File: config.mk
export PLATFORM = sky130hd
export DESIGN_NAME = mem_port_arbiter
export DESIGN_NICKNAME = d
export VERILOG_FILES = /design/src/rtl/brisc_pkg.sv /design/src/rtl/mem_wait_timer.sv /design/src/rtl/mem_port_arbiter.sv
export SDC_FILE = /design/constraint.sdc
export NUM_CORES = 1
export LEC_CHECK = 0
export ABC_AREA = 0
export BUFFER_PORTS_ARGS = -buffer_cell sky130_fd_sc_hd__buf_2
export CELL_PAD_IN_SITES_DETAIL_PLACEMENT = 1
export CELL_PAD_IN_SITES_GLOBAL_PLACEMENT = 2
export CORE_MARGIN = 4
export CORE_UTILIZATION = 21
export CTS_BUF_LIST = sky130_fd_sc_hd__clkbuf_4 sky130_fd_sc_hd__clkbuf_8
export DETAILED_ROUTE_END_ITERATION = 16
export HOLD_SLACK_MARGIN = 0.1
export MAX_ROUTING_LAYER = met4
export PLACE_DENSITY = 0.87
export SLEW_MARGIN = 15
export SYNTH_ARGS = -nofsm -noshare
export SYNTH_HDL_FRONTEND = slang
export SYNTH_SLANG_ARGS = --single-unit
File: constraint.sdc
create_clock -name clk -period 1.5 [get_ports clk]
set_clock_uncertainty 0.05 [all_clocks]
set_input_delay 0.075 -clock clk [delete_from_list [all_inputs] [get_ports clk]]
set_output_delay 0.075 -clock clk [all_outputs]
set_load 0.05 [all_outputs]
File: src/rtl/brisc_pkg.sv
// Shared core types: memory port request/response and memory-port arbiter enums.
package brisc_pkg;

  localparam int unsigned AddrWidth = 32;
  localparam int unsigned DataWidth = 32;

  typedef struct packed {
    logic                 valid;
    logic                 rw;
    logic [AddrWidth-1:0] addr;
    logic [DataWidth-1:0] data;
  } mem_req_t;

  typedef struct packed {
    logic                 valid;
    logic [DataWidth-1:0] data;
  } mem_resp_t;

  typedef enum logic [1:0] {ARB_IDLE, ARB_ISSUE, ARB_WAIT} arb_state_e;

  typedef enum logic {OWN_I, OWN_D} arb_owner_e;

  // The dcache wins unless the icache is waiting and the dcache streak is exhausted.
  function automatic logic dcache_wins_arb(input logic ivalid, input logic dvalid,
                                           input logic streak_at_max);
    return dvalid && !(ivalid && streak_at_max);
  endfunction

endpackage

File: src/rtl/mem_wait_timer.sv
// Loadable up-counter for the arbiter's WAIT state; flags expiry at TIMEOUT_CYCLES-1.
module mem_wait_timer #(
  parameter int unsigned TIMEOUT_CYCLES = 64,
  localparam int unsigned CntWidth = (TIMEOUT_CYCLES > 1) ? $clog2(TIMEOUT_CYCLES) : 1
) (
  input  logic                clk,
  input  logic                reset,
  input  logic                clear,
  input  logic                load,
  input  logic [CntWidth-1:0] load_value,
  input  logic                enable,
  output logic                expired
);

  logic [CntWidth-1:0] count_q;

  // Counter register: clear beats load beats increment; holds once expired.
  always_ff @(posedge clk) begin
    if (!reset) begin
      count_q <= '0;
    end else if (clear) begin
      count_q <= '0;
    end else if (load) begin
      count_q <= load_value;
    end else if (enable && !expired) begin
      count_q <= count_q + 1'b1;
    end
  end

  // Expiry decode.
  always_comb begin
    expired = (count_q == CntWidth'(TIMEOUT_CYCLES - 1));
  end

endmodule

File: src/rtl/mem_port_arbiter.sv
// Single-outstanding memory-port arbiter between icache and dcache with
// dcache priority, bounded icache starvation, timeout and spurious-response detection.
module mem_port_arbiter
  import brisc_pkg::*;
#(
  parameter int unsigned MAX_DSTREAK    = 4,
  parameter int unsigned TIMEOUT_CYCLES = 64
) (
  input  logic      clk,
  input  logic      reset,
  input  mem_req_t  ireq_in,
  input  mem_req_t  dreq_in,
  input  mem_resp_t mem_resp_in,
  output mem_req_t  mem_req_out,
  output logic      igrant_out,
  output logic      dgrant_out,
  output logic      iresp_valid_out,
  output logic      dresp_valid_out,
  output logic      busy_out,
  output logic      timeout_err_out,
  output logic      spurious_err_out
);

  localparam int unsigned StreakWidth = (MAX_DSTREAK > 0) ? $clog2(MAX_DSTREAK + 1) : 1;

  arb_state_e             state_q, state_d;
  arb_owner_e             owner_q, owner_d;
  mem_req_t               req_q, req_d;
  logic [StreakWidth-1:0] streak_q, streak_d;
  logic                   igrant_q, igrant_d;
  logic                   dgrant_q, dgrant_d;
  logic                   timeout_err_q, timeout_err_d;
  logic                   spurious_err_q, spurious_err_d;

  logic streak_at_max;
  logic dcache_wins;
  logic resp_hit;
  logic timer_clear;
  logic timer_enable;
  logic timer_expired;

  // Response data is consumed by the caches directly, not by the arbiter.
  logic unused_resp_data;
  assign unused_resp_data = ^mem_resp_in.data;

  // Timer runs only in WAIT, so it is already zero on WAIT entry.
  mem_wait_timer #(
    .TIMEOUT_CYCLES(TIMEOUT_CYCLES)
  ) u_wait_timer (
    .clk       (clk),
    .reset     (reset),
    .clear     (timer_clear),
    .load      (1'b0),
    .load_value('0),
    .enable    (timer_enable),
    .expired   (timer_expired)
  );

  // State, latched request, streak, grant and sticky-error registers.
  always_ff @(posedge clk) begin
    if (!reset) begin
      state_q        <= ARB_IDLE;
      owner_q        <= OWN_I;
      req_q          <= '0;
      streak_q       <= '0;
      igrant_q       <= 1'b0;
      dgrant_q       <= 1'b0;
      timeout_err_q  <= 1'b0;
      spurious_err_q <= 1'b0;
    end else begin
      state_q        <= state_d;
      owner_q        <= owner_d;
      req_q          <= req_d;
      streak_q       <= streak_d;
      igrant_q       <= igrant_d;
      dgrant_q       <= dgrant_d;
      timeout_err_q  <= timeout_err_d;
      spurious_err_q <= spurious_err_d;
    end
  end

  // Next-state: arbitration in IDLE, one ISSUE cycle, WAIT until response or timeout.
  always_comb begin
    state_d        = state_q;
    owner_d        = owner_q;
    req_d          = req_q;
    streak_d       = streak_q;
    igrant_d       = igrant_q;
    dgrant_d       = dgrant_q;
    timeout_err_d  = timeout_err_q;
    spurious_err_d = spurious_err_q;
    dcache_wins    = 1'b0;
    streak_at_max  = (streak_q == StreakWidth'(MAX_DSTREAK));
    resp_hit       = (state_q == ARB_WAIT) && mem_resp_in.valid;
    timer_clear    = (state_q != ARB_WAIT);
    timer_enable   = (state_q == ARB_WAIT);

    unique case (state_q)
      ARB_IDLE: begin
        if (ireq_in.valid || dreq_in.valid) begin
          dcache_wins = dcache_wins_arb(ireq_in.valid, dreq_in.valid, streak_at_max);
          owner_d     = dcache_wins ? OWN_D : OWN_I;
          req_d       = dcache_wins ? dreq_in : ireq_in;
          req_d.valid = 1'b1;
          igrant_d    = !dcache_wins;
          dgrant_d    = dcache_wins;
          // Streak only grows while the icache is actually being passed over.
          if (dcache_wins && ireq_in.valid) begin
            streak_d = streak_at_max ? streak_q : streak_q + 1'b1;
          end else begin
            streak_d = '0;
          end
          state_d = ARB_ISSUE;
        end
      end
      ARB_ISSUE: begin
        state_d = ARB_WAIT;
      end
      ARB_WAIT: begin
        // A response in the expiry cycle still wins over the timeout.
        if (mem_resp_in.valid) begin
          igrant_d = 1'b0;
          dgrant_d = 1'b0;
          state_d  = ARB_IDLE;
        end else if (timer_expired) begin
          timeout_err_d = 1'b1;
          igrant_d      = 1'b0;
          dgrant_d      = 1'b0;
          state_d       = ARB_IDLE;
        end
      end
      default: begin
        state_d = ARB_IDLE;
      end
    endcase

    if (mem_resp_in.valid && (state_q != ARB_WAIT)) begin
      spurious_err_d = 1'b1;
    end
  end

  // Outputs: request valid only in ISSUE, response pulses routed to the owner.
  always_comb begin
    mem_req_out       = req_q;
    mem_req_out.valid = req_q.valid && (state_q == ARB_ISSUE);
    igrant_out        = igrant_q;
    dgrant_out        = dgrant_q;
    iresp_valid_out   = resp_hit && (owner_q == OWN_I);
    dresp_valid_out   = resp_hit && (owner_q == OWN_D);
    busy_out          = (state_q != ARB_IDLE);
    timeout_err_out   = timeout_err_q;
    spurious_err_out  = spurious_err_q;
  end

endmodule

==> results of run 1 <==
cell families after synthesis:
family	after synthesis	share of synthesized area (%)
compound gates	209	28.76
simple gates	114	11.78
buf+inv	110	17.49
flops	82	39.64
mux	4	0.9970
fa+ha+maj	3	0.9064
xor+xnor	2	0.4230
worst paths after layout:
path	endpoint	slack (ns)	cells after the start
max	mem_req_out[57]	-0.04	7
min	mem_req_out[29]	0.17	4
max reg2reg	mem_req_out[4]	-0.04	7
min reg2reg	req_q[65]	0.42	2
metal layers:
layer | wire length [µm] | vias to the layer above
met1 | 8072 | 2379
met2 | 11070 | 186
met4 | 827 | 0
met3 | 1074 | 60
li1 | - | 2314
met5 | 0 | -
cells in the final DEF, fill, tap and decap left out, types with 3 or more instances in the layout:
cell | netlist | layout
a21oi_1 | 102 | 65
inv_1 | 5 | 3
buf_6 | 5 | 8
dfxtp_2 | 0 | 3
o21ai_2 | 1 | 3
a21oi_4 | 0 | 13
nand3_1 | 5 | 4
clkbuf_16 | 0 | 12
mux2i_1 | 3 | 3
buf_2 | 15 | 203
nor2_1 | 16 | 15
a21oi_2 | 30 | 54
o21ai_1 | 5 | 17
dfxtp_1 | 82 | 77
buf_4 | 68 | 11
nor3_1 | 5 | 5
dlygate4sd3_1 | 0 | 133
diode_2 | 0 | 4
o21ai_0 | 60 | 45
buf_12 | 0 | 13
a31oi_1 | 3 | 3
nand2_1 | 74 | 72
clkbuf_8 | 0 | 11
flip-flops by register name, indices dropped and copies added, names as in the netlist:
| register | flops |
|---|---|
| spurious_err_out | 1 |
| timeout_err_out | 1 |
| mem_req_out | 65 |
| streak_q | 3 |
| owner_q | 1 |
| req_q | 1 |
| state_q | 2 |
| dgrant_out | 1 |
| u_wait_timer.count_q | 6 |
| igrant_out | 1 |
final cells by class:
type	instances	area [µm²]
antenna	4	10.01
sequential	82	1653
clock buffer	11	151.4
timing repair buffer	382	3110
clock inverter	4	75.07
tap	265	331.6
inverter	5	18.77
multi-input combinational	333	2115
fill	2291	11930
timing repair:
action,in CTS,in global routing
pin swaps,1,62
cloned,0,18
resized for setup,12,97
endpoints found under the hold margin,69,0
endpoints found under the setup margin,3,77
hold buffers,133,0
buffers inserted,4,6
through the flow:
step	setup TNS, ns	util, %	std cells	hold WS [ns]	worst slack [ns]
4_1_cts	-0.07542	34.37	1058	0.1329	-0.03772
5_1_grt	-3.853	38.48	1086	0.1728	-0.1046
6_report	-0.3248	38.48	1086	0.1676	-0.04398
3_3_place_gp	0	26.00	906	0.2688	0.02345
2_1_floorplan	-0.3861	-	524	0.1591	-0.01427
3_5_place_dp	0	26.00	906	0.2720	0.01656
worst max-delay path, delay by kind of cell:
kind / cells / cell delay [ns]
AO/OA/AOI/OAI: 3 / 0.62
buffers and inverters: 4 / 1.03
power groups by stage:
stage	registers [mW]	clock network (mW)	logic [mW]
floorplan	2.57	0	1.71
global placement	2.56	0	2.09
detailed placement	2.57	0	2.10
CTS	2.52	2.00	2.41
global route	2.56	2.08	3.13
finish	2.53	1.89	2.96
==> results.yml, run 1 <==
worst_setup_path:
  critPathArrivalTime_ns: 1.75
  crit_path_start: "dreq_in[65]"
  cp_slowest_cell: "dlygate4sd3_1"
  crit_fanout: 9
  path_class: "in2reg"
  crit_path_cell_trace: "dlygate4sd3_1 > buf_2 > o21a_4 > buf_12 > buf_12 > o21ai_0 > a21oi_2"
  timing.rr.start: "state_q[0]"
  crit_required_ns: 1.70
  max_stage_delay_ns: 0.54
  crit_path_end_kind: "flop"
  start_kind: "input pin"
  crit_top_cell: "buf_12"
global_routing:
  grt_max_degree: 74
  use_met3_pct: 4.174
  use_met2_pct: 28.69
  top_usage_layer: "met2"
  overflow: 0
  antenna_found_initial: 4
  grt_usage_pct: 16.26
  grt_pass1_wl_mm: 27.72
  grtUsageMet1_pct: 16.96
  grt_pass1_vias: 5313
power_and_ir_drop:
  swShare_pct: 38.29
  fin_total_pwr_mw: 7.383
  p_leak_nw: 3.239
  intPower_mw: 4.556
  p_clk_share_pct: 25.6
  switchingPower_mw: 2.827
  combPwrFrac_pct: 40.0
  pwr-share-seq_pct: 34.3
  peakVddDrop_uv: 546.5
  power_density_nw_per_um2: 989.1
yosys:
  ys_top_cells_by_count: "a21oi_1, dfxtp_1, nand2_1"
  synth_nets: 694
  yosysTopAreaCellShare_pct: 39.64
  synth_ff_type: "dfxtp_1"
  yosysWarningCount: 0
  postSynth.asyncResetShare_pct: 0
  synth_seq_cells: 82
  synthTopCellsByArea: "dfxtp_1, a21oi_1, buf_4"
  synth_seq_area_share_pct: 39.64
  synth.most_common_cell: "a21oi_1"
  syn_avg_cell_area_um2: 7.904
  synth_edf_count: 0
  synth.cell_area_um2: 4141
  synth_area_leader_cell: "dfxtp_1"
  ys_types: 39
  syn_inst: 524
sta:
  worst_slack_ns: -0.04398
  fin_crit_ns: 1.544
  worstMarginPinSlew_ns: 0.3520
  finalSetupViolations: 17
  min_period_over_period_pct: 102.9
  rsz0062_at_grt: "yes"
  clock.fmax_ghz: 0.6477
  slew_viol_final: 0
  hold_viol: 0
  relSlewSlack_pct: 76.29
placed_design:
  dp_hpwl_mm: 10.07
  post_dp_cell_area_um2: 5044
  place.gp.congestion: 0.7741
  port_buffers: 207
clock_tree:
  clk_latency_ns: 0.37
  tritoncts: "built"
  cts_max_level: 3
  cts_buffers: 9
  root_buffer: "clkbuf_8"
  cts_sinks: 82
  ctsLongestPathBuffers: 2
  path_clk_slew_ns: 0.09
worst_hold_path:
  hp-class: "in2reg"
  min_from: "reset"
die:
  core_um2: 19400
  rows: 51
  die_y_um: 148.4
  ioPinCount: 240
  die_x_um: 148.4
  die_area_um2: 22030
  initial_core_util_pct: 21.35
finish:
  area_delta_synth_final_pct: 80.24
  final_nets: 983
  drive_above_1_share_pct: 43.94
  design_area_um2: 7465
routing:
  drt_wl_total_mm: 21.04
  viasPerCell: 4.548
  drt_iter0_drc: 157
  ant_nets: 0
  drcViolationCount: 0
  vias: 4939
  wl_per_cell_um: 19.38
  first_pass_iters: 4
run_status:
  run_status: "complete, but fails checks"
  violations: "negative setup slack"
run:
  max-cap-violations: 0
No activity file was read; power rests on OpenSTA's default activity.
==> run 2: changes to the inputs <==
--- a/config.mk
+++ b/config.mk
@@ -12,10 +12,12 @@
 export CORE_MARGIN = 4
 export CORE_UTILIZATION = 21
 export CTS_BUF_LIST = sky130_fd_sc_hd__clkbuf_4 sky130_fd_sc_hd__clkbuf_8
+export CTS_CLUSTER_SIZE = 16
 export DETAILED_ROUTE_END_ITERATION = 16
 export HOLD_SLACK_MARGIN = 0.1
 export MAX_ROUTING_LAYER = met4
 export PLACE_DENSITY = 0.87
+export REMOVE_ABC_BUFFERS = 1
 export SLEW_MARGIN = 15
 export SYNTH_ARGS = -nofsm -noshare
 export SYNTH_HDL_FRONTEND = slang
==> run 2 against run 1 <==
  * The run still ends with negative setup slack left
  * Sequential power about the same
  * Critical path depth decreased by 1
  * Via count about the same
  * Register-to-register slack about the same
  * Sequential share of layout area decreased by 0.29 points
  * Setup slack got worse by 0.014 ns
  * Critical path type is now reg2reg
  * Largest cell class unchanged
  * Largest power group unchanged
==> results.yml, run 2 (same netlist as run 1, synthesis figures left out) <==
die:
  core_um2: 19400
  die_x_um: 148.4
  die_area_um2: 22030
  die_y_um: 148.4
  rows: 51
  ioPinCount: 240
  initial_core_util_pct: 21.35
finish:
  final_nets: 988
  drive_above_1_share_pct: 46.42
  design_area_um2: 7559
  fin_cells: 1089
  area_delta_synth_final_pct: 82.51
  final_core_util_pct: 38.96
  largest_reg_flops: 65
  num-fill-cells: 2306
  final_common_cell: "buf_2"
  final_cell_mix: "buf_2, dlygate4sd3_1, dfxtp_1, nand2_1, a21oi_2"
worst_setup_path:
  crit_required_ns: 1.73
  crit_fanout: 9
  crit_path_end_kind: "flop"
  reg2regPathDepth: 6
  path_class: "reg2reg"
  start_kind: "flop"
  critPathArrivalTime_ns: 1.79
run_status:
  violations: "negative setup slack"
  run_status: "complete, but fails checks"
routing:
  wl_per_cell_um: 18.75
  drcViolationCount: 0
  drt_iter0_drc: 161
  ant_nets: 0
  drt_wl_total_mm: 20.42
  vias: 4936
  first_pass_iters: 4
  viasPerCell: 4.533
global_routing:
  grt_pass1_wl_mm: 29.02
  overflow: 0
  grt_usage_pct: 17.11
  grt_pass1_vias: 5521
  antenna_found_initial: 1
  grt_max_degree: 35
sta:
  hold_viol: 0
  rsz0062_at_grt: "yes"
  relSlewSlack_pct: 67.21
  worstMarginPinSlew_ns: 0.4919
  slew_viol_final: 0
  whs_ns: 0.1476
  finalSetupViolations: 37
  clock.fmax_ghz: 0.6420
  min_period_over_period_pct: 103.8
  fin_setup_tns_ns: -0.8196
  worst_slack_ns: -0.05754
  fin_crit_ns: 1.558
power_and_ir_drop:
  power_density_nw_per_um2: 975.8
  swShare_pct: 38.54
  p_leak_nw: 3.268
  switchingPower_mw: 2.843
  intPower_mw: 4.533
  combPwrFrac_pct: 39.9
  peakVddDrop_uv: 510.5
  p_clk_share_pct: 25.5
  pwr-share-seq_pct: 34.5
clock_tree:
  root_buffer: "clkbuf_8"
  clk_latency_ns: 0.37
  cts_max_level: 3
  ctsLongestPathBuffers: 2
  cts_sinks: 82
  path_clk_slew_ns: 0.10
  cts_buffers: 9
  tritoncts: "built"
worst_hold_path:
  holdPathStages: 2
  hp-class: "in2reg"
placed_design:
  dp_hpwl_mm: 10.32
  port_buffers: 207
  post_dp_cell_area_um2: 5139
  place.gp.congestion: 0.7343
  dp_cells: 914
run:
  max-cap-violations: 0
run 2: layer usage:
layer  track usage [%]  part of all wire [%]
met5                 -                     0
met4             7.021                   3.4
met3             3.991                   4.9
met2             30.76                    54
met1             18.03                    37
run 2: worst paths after layout:
kind,slack (ns),endpoint,startpoint
setup / recovery,-0.06,mem_req_out[36],state_q[0]
setup reg to reg,-0.06,mem_req_out[36],state_q[0]
hold reg to reg,0.42,igrant_out,igrant_out
hold / removal,0.15,timeout_err_out,reset
run 2: through the flow:
step / worst slack [ns] / power, mW
detailed placement: -0.03974 / 4.705
floorplan: -1.382 / 3.923
global route: -0.1569 / 7.724
CTS: -0.02614 / 7.023
finish: -0.05754 / 7.376
global placement: -0.01988 / 4.684
run 2: power by group through the flow:
stage               Combinational (mW)  Clock (mW)  Sequential (mW)
CTS                               2.54        1.96             2.52
floorplan                        0.595           0             3.33
finish                            2.95        1.88             2.55
global placement                  2.12           0             2.56
global route                      3.12        2.03             2.57
detailed placement                2.13           0             2.57
run 2: critical path: stages, from the launching register on:
cell       delay, ns
dfxtp_4         0.36
buf_6           0.11
nor2_4          0.15
o21a_4          0.32
clkbuf_16       0.21
o21ai_1         0.07
a21oi_1         0.18
run 2: what timing repair did:
action                     CTS  global route
setup buffers                8             6
resized for setup           42            98
pin swaps                   19            55
hold buffers               133             0
setup endpoints to repair   48            77
hold endpoints to repair    69             0
cloned                       4             8
run 2: cell type report:
class | instances | area (µm²) | share of cell area [%]
clock inverter | 5 | 77.57 | 1.026
sequential | 82 | 1652 | 21.85
timing repair buffer | 388 | 3148 | 41.65
clock buffer | 11 | 145.1 | 1.920
inverter | 5 | 18.77 | 0.2483
antenna | 1 | 2.502 | 0.03311
multi-input combinational | 332 | 2183 | 28.89
tap | 265 | 331.6 | 4.387
==> run 3: changes to the inputs <==
--- a/config.mk
+++ b/config.mk
@@ -6,7 +6,7 @@
 export NUM_CORES = 1
 export LEC_CHECK = 0
 export ABC_AREA = 0
-export BUFFER_PORTS_ARGS = -buffer_cell sky130_fd_sc_hd__buf_2
+export BUFFER_PORTS_ARGS = -buffer_cell sky130_fd_sc_hd__buf_4
 export CELL_PAD_IN_SITES_DETAIL_PLACEMENT = 1
 export CELL_PAD_IN_SITES_GLOBAL_PLACEMENT = 2
 export CORE_MARGIN = 4
==> run 3 against run 2 <==
  * Count of clock-buffer cells in the layout down 2
  * Sequential cell count unchanged
  * Highest routed layer unchanged
  * Sequential share of layout area shrank 1.2 points
  * Largest power group unchanged
  * The run still ends with negative setup slack left
  * Critical path type unchanged
  * First-iteration DRC count increased by 8.1%
==> results.yml, run 3 (same netlist as run 1, synthesis figures left out) <==
clock_tree:
  tritoncts: "built"
  cts_sinks: 82
  ctsLongestPathBuffers: 2
  path_clk_slew_ns: 0.10
  cts_buffers: 9
  cts_max_level: 3
  root_buffer: "clkbuf_8"
  clk_latency_ns: 0.37
power_and_ir_drop:
  power_density_nw_per_um2: 942.5
  combPwrFrac_pct: 40.8
  switchingPower_mw: 2.888
  fin_total_pwr_mw: 7.520
  intPower_mw: 4.633
  p_leak_nw: 3.336
  p_clk_share_pct: 25.4
  pwr-share-seq_pct: 33.8
  swShare_pct: 38.40
  peakVddDrop_uv: 586.1
routing:
  drt_wl_total_mm: 20.52
  first_pass_iters: 4
  drt_iter0_drc: 174
  wl_per_cell_um: 18.96
  viasPerCell: 4.483
  vias: 4851
  drcViolationCount: 0
  ant_nets: 0
finish:
  final_common_cell: "buf_4"
  design_area_um2: 7979
  num-fill-cells: 2240
  final_nets: 981
  seq_area_um2: 1652
  final_core_util_pct: 41.13
  largest_reg_flops: 65
  multi_input_area_um2: 2188
  area_delta_synth_final_pct: 92.66
  fin_cells: 1082
  final_cell_mix: "buf_4, dlygate4sd3_1, dfxtp_1, nand2_1, a21oi_2"
  drive_above_1_share_pct: 45.59
worst_hold_path:
  hp-class: "reg2reg"
  holdPathEnd: "dgrant_out"
  holdPathStages: 2
  min_from: "dgrant_out"
sta:
  min_period_over_period_pct: 101.4
  finalSetupViolations: 8
  rsz0062_at_grt: "yes"
  relSlewSlack_pct: 76.44
  fin_crit_ns: 1.521
  hold_viol: 0
  worstMarginPinSlew_ns: 0.3498
  worst_slack_ns: -0.02068
  slew_viol_final: 0
  fin_setup_tns_ns: -0.06976
  clock.fmax_ghz: 0.6576
worst_setup_path:
  crit_path_end_kind: "flop"
  start_kind: "flop"
  timing.rr.start: "streak_q[0]"
  reg2regPathDepth: 8
  critPathArrivalTime_ns: 1.73
  path_class: "reg2reg"
  crit_fanout: 11
  regToRegSetupSlack_ns: -0.02
  crit_required_ns: 1.71
  r2r_end: "mem_req_out[59]"
placed_design:
  dp_hpwl_mm: 10.45
  place.gp.congestion: 0.7248
  dp_cells: 910
  post_dp_cell_area_um2: 5627
  port_buffers: 207
global_routing:
  antenna_found_initial: 1
  grt_pass1_vias: 5359
  grt_pass1_wl_mm: 28.95
  grt_max_degree: 38
  grt_usage_pct: 17.12
  overflow: 0
die:
  core_um2: 19400
  rows: 51
  die_y_um: 148.4
  ioPinCount: 240
  die_x_um: 148.4
  die_area_um2: 22030
  initial_core_util_pct: 21.35
run:
  max-cap-violations: 0
run_status:
  violations: "negative setup slack"
  run_status: "complete, but fails checks"
run 3: power by group through the flow:
stage	Clock (mW)	Sequential, mW	Combinational [mW]
2_1_floorplan	0	3.33	0.595
3_3_place_gp	0	2.57	2.35
3_5_place_dp	0	2.58	2.36
4_1_cts	2.00	2.53	2.71
5_1_grt	2.07	2.57	3.24
6_report	1.91	2.54	3.07
run 3: final cells by class:
cell class / instances / area share, %
diodes: 1 / 0.03136
clock buffers: 9 / 1.552
clock inverters: 7 / 1.270
inverters: 5 / 0.2352
multi-input cells: 332 / 27.43
flip-flops and latches: 82 / 20.70
well taps: 265 / 4.156
repair buffers: 381 / 44.63
run 3: how the worst max path moves through the flow:
stage	startpoint	end	slack [ns]
5_1_grt	streak_q[0]	mem_req_out[30]	-0.1
3_5_place_dp	streak_q[0]	mem_req_out[59]	-0.04
4_1_cts	state_q[0]	streak_q[2]	0.003
3_3_place_gp	streak_q[0]	mem_req_out[26]	0.02
6_report	streak_q[0]	mem_req_out[59]	-0.02
2_1_floorplan	streak_q[0]	owner_q	-1.38
run 3: what timing repair did:
action                     CTS  global route
hold buffers               134             0
resized for setup           19            90
setup endpoints to repair   68            77
pin swaps                    1            81
hold endpoints to repair    73             0
gates cloned                 2             9
buffers inserted             2            10
run 3: through the flow:
step | hold WS, ns | setup slack (ns)
after detailed placement | 0.2820 | -0.03824
after CTS | 0.4065 | 0.002982
after global routing | 0.4317 | -0.09991
final | 0.4153 | -0.02068
after global placement | 0.2739 | 0.01896
after floorplan | 0.1427 | -1.382
run 3: metal layers:
| layer | global-route usage [%] | vias up | share of wire, % |
|---|---|---|---|
| met3 | 4.479 | 54 | 5.2 |
| met4 | 7.159 | 0 | 3.7 |
| li1 | - | 2307 | - |
| met2 | 31.14 | 175 | 54 |
| met1 | 17.38 | 2315 | 37 |
| met5 | - | - | 0 |
run 3: critical path, stage by stage, from the launching register on:
cell and delay [ns]:
dfxtp_2 0.34, inv_2 0.07, ha_4 0.14, nand3_2 0.08, and2_4 0.21, buf_12 0.13
buf_12 0.15, a21oi_2 0.15, a21oi_1 0.08
